### config.mk
export PLATFORM = sky130hd
export DESIGN_NAME = sram_bist_initiator
export DESIGN_NICKNAME = d
export VERILOG_FILES = /design/src/rtl/sram_bist_initiator.sv
export SDC_FILE = /design/constraint.sdc
export NUM_CORES = 1
export LEC_CHECK = 0
export CAP_MARGIN = 20
export CORE_AREA = 10 10 103 105
export DETAILED_ROUTE_END_ITERATION = 12
export DIE_AREA = 0 0 113 115
export PLACE_DENSITY = 0.8
export SYNTH_ARGS = -nofsm -noshare
export SYNTH_HDL_FRONTEND = slang
export SYNTH_SLANG_ARGS = --single-unit
### constraint.sdc
create_clock -name clk -period 2.8 [get_ports clk]
set_clock_uncertainty 0.2 [all_clocks]
set_input_delay 0.42 -clock clk [delete_from_list [all_inputs] [get_ports clk]]
set_output_delay 0.42 -clock clk [all_outputs]
set_load 0.01 [all_outputs]
### src/rtl/sram_bist_initiator.sv
// March-test initiator for the SRAM controller request port.
// Ports: clk, rst_n, start, seed, mem_* request/readback, busy, done, pass,
//        fail_addr (first miscompare), err_count (saturating).
module sram_bist_initiator #(
    parameter int ADDR_W     = 10,
    parameter int DATA_W     = 8,
    parameter int RD_LATENCY = 1
) (
    input  logic              clk,
    input  logic              rst_n,
    input  logic              start,
    input  logic [DATA_W-1:0] seed,
    output logic              mem_wr_en,
    output logic              mem_rd_en,
    output logic [ADDR_W-1:0] mem_addr,
    output logic [DATA_W-1:0] mem_wdata,
    input  logic [DATA_W-1:0] mem_rdata,
    output logic              busy,
    output logic              done,
    output logic              pass,
    output logic [ADDR_W-1:0] fail_addr,
    output logic [7:0]        err_count
);

    localparam logic [ADDR_W-1:0] LAST = '1;
    localparam int L = RD_LATENCY;

    typedef enum logic [2:0] {IDLE, W0, R0, W1, R1, DRAIN, DONE} state_t;

    state_t            state, state_d;
    logic [ADDR_W-1:0] addr_d, fail_d;
    logic [DATA_W-1:0] seed_q, seed_d, wdata_d, exp_now;
    logic [2:0]        dcnt, dcnt_d;
    logic              wr_d, rd_d, busy_d, done_d, pass_d;
    logic [7:0]        err_d;
    logic              accept, mis;

    // Read-compare delay line: expected data and address ride alongside
    // the outstanding read until its data returns.
    logic              dv   [L];
    logic [DATA_W-1:0] dexp [L];
    logic [ADDR_W-1:0] dadr [L];

    function automatic logic [DATA_W-1:0] pat(
        input logic [ADDR_W-1:0] a,
        input logic [DATA_W-1:0] s
    );
        return DATA_W'(a) ^ s;
    endfunction

    // mem_addr and state are aligned, so the current state tells which
    // polarity the outstanding read expects.
    assign exp_now = (state == R1) ? ~pat(mem_addr, seed_q)
                                   :  pat(mem_addr, seed_q);
    assign mis = dv[L-1] && (mem_rdata != dexp[L-1]);

    always_comb begin
        state_d = state;
        addr_d  = mem_addr;
        dcnt_d  = '0;
        seed_d  = seed_q;
        accept  = start && (state == IDLE || state == DONE);
        unique case (state)
            IDLE, DONE: begin
                if (start) begin
                    state_d = W0;
                    addr_d  = '0;
                    seed_d  = seed;
                end
            end
            W0: begin
                if (mem_addr == LAST) begin
                    state_d = R0;
                    addr_d  = '0;
                end else begin
                    addr_d = mem_addr + 1'b1;
                end
            end
            R0: begin
                if (mem_addr == LAST) begin
                    state_d = W1;
                    addr_d  = LAST;
                end else begin
                    addr_d = mem_addr + 1'b1;
                end
            end
            W1: begin
                if (mem_addr == '0) begin
                    state_d = R1;
                    addr_d  = LAST;
                end else begin
                    addr_d = mem_addr - 1'b1;
                end
            end
            R1: begin
                if (mem_addr == '0) begin
                    state_d = DRAIN;
                    addr_d  = '0;
                end else begin
                    addr_d = mem_addr - 1'b1;
                end
            end
            DRAIN: begin
                addr_d = '0;
                if (dcnt == 3'(L - 1)) state_d = DONE;
                else                   dcnt_d  = dcnt + 3'd1;
            end
            default: state_d = IDLE;
        endcase

        wr_d    = (state_d == W0) || (state_d == W1);
        rd_d    = (state_d == R0) || (state_d == R1);
        wdata_d = '0;
        if (state_d == W0) wdata_d =  pat(addr_d, seed_d);
        if (state_d == W1) wdata_d = ~pat(addr_d, seed_d);
        busy_d  = (state_d != IDLE) && (state_d != DONE);
        done_d  = (state_d == DONE);

        err_d  = err_count;
        fail_d = fail_addr;
        pass_d = pass;
        if (accept) begin
            err_d  = '0;
            fail_d = '0;
            pass_d = 1'b0;
        end else begin
            if (mis && err_count != 8'hFF) err_d = err_count + 8'd1;
            if (mis && err_count == 8'h00) fail_d = dadr[L-1];
            if (state == DRAIN && state_d == DONE) pass_d = (err_d == 8'h00);
        end
    end

    always_ff @(posedge clk or negedge rst_n) begin
        if (!rst_n) begin
            state     <= IDLE;
            seed_q    <= '0;
            dcnt      <= '0;
            mem_wr_en <= 1'b0;
            mem_rd_en <= 1'b0;
            mem_addr  <= '0;
            mem_wdata <= '0;
            busy      <= 1'b0;
            done      <= 1'b0;
            pass      <= 1'b0;
            fail_addr <= '0;
            err_count <= '0;
        end else begin
            state     <= state_d;
            seed_q    <= seed_d;
            dcnt      <= dcnt_d;
            mem_wr_en <= wr_d;
            mem_rd_en <= rd_d;
            mem_addr  <= addr_d;
            mem_wdata <= wdata_d;
            busy      <= busy_d;
            done      <= done_d;
            pass      <= pass_d;
            fail_addr <= fail_d;
            err_count <= err_d;
        end
    end

    always_ff @(posedge clk or negedge rst_n) begin
        if (!rst_n) begin
            for (int i = 0; i < L; i++) begin
                dv[i]   <= 1'b0;
                dexp[i] <= '0;
                dadr[i] <= '0;
            end
        end else begin
            dv[0]   <= mem_rd_en;
            dexp[0] <= exp_now;
            dadr[0] <= mem_addr;
            for (int i = 1; i < L; i++) begin
                dv[i]   <= dv[i-1];
                dexp[i] <= dexp[i-1];
                dadr[i] <= dadr[i-1];
            end
        end
    end

endmodule

==> flow_summary.toml <==
[run_status]
status = "complete, no violations"

[logic_synthesis]
ys_seq_elements = 74
synthArstFlopShare_pct = 100
synth-edff-count = 0
dominantRegCellSynth = "dfrtp_1"
synth-seq-area-share_pct = 45.0
syn-num-nets = 422
synth_area_per_cell_um2 = 10.4
ys_types = 69
synth_cells = 397
syn_area_mm2 = 0.00411
yosysWarnings = 0

[power_and_ir_drop]
static-leakage-power_nw = 2.22
p_per_area_mw_per_mm2 = 741
power_frac_clock_pct = 19.2
p_int_mw = 2.48
peakVddDrop_mv = 0.460
p_switching_mw = 1.34
swShare_pct = 35.0
p_seq_share_pct = 40.0
combPwrFrac_pct = 40.8

[detailed_routing]
wl_met2_mm = 5.25
dr_wl_met3_um = 830
routed_wirelength_mm = 10.8
vias_per_cell = 5.70
first_pass_iters = 5
drc = 0
top_layer = "met4"
via_count = 3404
postRouteAntennaNets = 0
wl_met1_mm = 4.50
drt_iter0_markers = 312
wire_per_inst_um = 18.0

[cts]
clkTransAtPathRegs_ns = 0.08
clock_latency_ns = 0.34
cts_max_level = 3
numCtsBuffers = 9
root_buffer = "clkbuf_8"
cts.path.max_buffers = 2
clock-sinks = 74
tritoncts = "yes"

[timing]
max_freq_ghz = 0.382
setup-tns-final_ns = 0
finalHoldViolCount = 0
finalSetupViolCount = 0
slew_headroom_pct = 58.6
finalCritPeriodShare_pct = 93.5
final_max_slew_viol_count = 0
worst_pin_slew_ns = 0.618
rsz0062_at_grt = "false"
final.min_clock_period_ns = 2.62

[layout]
areaGrowthSynthToFinish_pct = 25.3
fillers = 723
diodes = 0
utilization_pct = 60.3
final_cell_count_no_fill = 597
drive_above_1_share_pct = 17.0
nets = 509

[die]
die_h_um = 115
row_count = 34
fp.coreArea_mm2 = 0.00855
io_pins = 60
initial_core_util_pct = 48.1
fp.dieArea_mm2 = 0.0130
die_x_um = 113

[grt]
grt_use_total_pct = 16.5
grt-ovfl-total = 0
grt_pass1_vias = 3329
grt_max_degree = 35
grt_pass1_wl_mm = 17.5
antenna_found_initial = 0

[worst_setup_path]
r2r_end = "mem_wdata[0]"
ff2ff_path_depth = 7
r2r_setup_slack_ns = 0.18
cp.required_ns = 2.86
cp.arrival_ns = 2.68
path_class = "register to register"
critPathLaunchType = "register"
r2r-start = "state[0]"
crit_path_max_fanout = 12
end_kind = "register"

[place]
dp_hpwl_mm = 8.21
place_congestion = 0.999
dp.cells = 580
port_buffers = 59

[hold_path]
min_to = "dv"
hold_path.class = "register to register"
hold_depth = 0
hp-start = "mem_rd_en"

[run]
maxCapViolCount = 0
-- layout make-up --
class                      instances  area [um2]  share of cell area (%)
clock buffer                      10         128                    2.48
clock inverter                     6        42.5                   0.825
inverter                          16        60.1                    1.16
multi-input combinational        284        2020                    39.3
sequential                        74        1850                    35.9
tap                              108         135                    2.62
timing repair buffer              99         913                    17.7
-- what timing repair did --
action / 4_1_cts / 5_1_grt
hold buffers: 1 / 0
endpoints found under the setup margin: 1 / 2
gates resized for setup: 1 / 2
buffers inserted: 0 / 0
endpoints found under the hold margin: 19 / 0
-- cell usage in the layout (no fill, tap or decap), types with 6 or more instances in the layout --
master           instances
dfrtp_1                 73
nor2_1                  37
xnor2_1                 35
clkdlybuf4s50_1         58
mux2i_1                 21
nor3_1                  10
ha_1                     6
a211oi_1                 6
nand4_1                  9
and3_1                   7
mux2_2                   6
nand2_1                 22
a21oi_1                 10
nand3_1                 12
buf_4                   37
clkbuf_8                 9
inv_1                   16
o21ai_0                 17
-- worst max-delay path: stages, from the launching register on --
cell and delay [ns]:
dfrtp_1 0.61, and3b_1 0.36, and4b_1 0.28, buf_4 0.14, nor2_1 0.31, o31a_1 0.23
xor2_1 0.19, mux2i_1 0.22
-- synth_stat cells (4+ instances only) --
| library cell | n | area (um2) |
|---|---|---|
| a211oi_1 | 6 | 45.0 |
| dfrtp_1 | 74 | 1850 |
| xnor2_1 | 35 | 307 |
| o21ai_0 | 17 | 85.1 |
| a31oi_1 | 6 | 37.5 |
| nand2_1 | 22 | 82.6 |
| clkbuf_8 | 7 | 96.3 |
| and3_1 | 7 | 43.8 |
| nor2b_1 | 5 | 31.3 |
| nor3b_1 | 4 | 30.0 |
| mux2i_1 | 21 | 210 |
| mux2_2 | 6 | 67.6 |
| a21oi_1 | 10 | 50.1 |
| nor4_1 | 5 | 31.3 |
| inv_1 | 16 | 60.1 |
| clkbuf_1 | 7 | 26.3 |
| nor2_1 | 38 | 143 |
| ha_1 | 6 | 75.1 |
| nand4_1 | 9 | 56.3 |
| nor3_1 | 10 | 50.1 |
| or3_1 | 5 | 31.3 |
| nand3_1 | 12 | 60.1 |
-- power by group through the flow --
stage | sequential, mW | clock (mW) | combinational (mW)
CTS | 1.53 | 0.748 | 1.57
global placement | 1.54 | 0 | 1.53
floorplan | 1.55 | 0 | 0.953
global route | 1.56 | 0.798 | 1.69
finish | 1.53 | 0.732 | 1.56
detailed placement | 1.54 | 0 | 1.55
-- layer usage --
metal,up-vias,global-route usage (%)
met1,1629,20.9
met3,16,4.32
met4,0,5.25
li1,1591,-
met2,168,27.0
met5,-,0
-- registers in the layout, indices dropped and copies added, names as in the netlist --
register	flops
mem_wdata	8
done	1
fail_addr	10
dadr	10
mem_rd_en	1
mem_wr_en	1
dv	1
seed_q	8
mem_addr	10
pass	1
dcnt	3
state	3
err_count	8
busy	1
dexp	8
-- worst max path at each step --
stage	from	endpoint	slack, ns	cells after the start
5_1_grt	mem_addr[0]	busy	0.03	7
3_3_place_gp	start	busy	-0.04	7
6_report	state[0]	mem_wdata[0]	0.18	7
2_1_floorplan	mem_addr[0]	mem_wdata[7]	0.06	10
4_1_cts	state[1]	mem_wdata[7]	0.04	6
3_5_place_dp	start	busy	-0.17	7
-- per-stage QoR --
stage	total power [mW]	instance area, um2	setup WS [ns]	hold slack, ns
2_1_floorplan	2.50	4110	0.0624	-0.0756
3_3_place_gp	3.07	4970	-0.0421	0.165
3_5_place_dp	3.10	4970	-0.166	0.170
4_1_cts	3.84	5150	0.0439	0.179
5_1_grt	4.05	5160	0.0340	0.193
6_report	3.82	5160	0.182	0.176
-- cell families after synthesis --
family                   count (synthesis)  share of synthesized area (%)
multiplexers                            27                           6.75
AND/OR/NAND/NOR                        143                           19.9
AO/OA/AOI/OAI                           69                           12.0
flip-flops                              74                           45.0
adder cells (fa/ha/maj)                  6                           1.82
buffers and inverters                   39                           5.99
XOR/XNOR                                39                           8.49
Power figures use the tool's default switching activity.
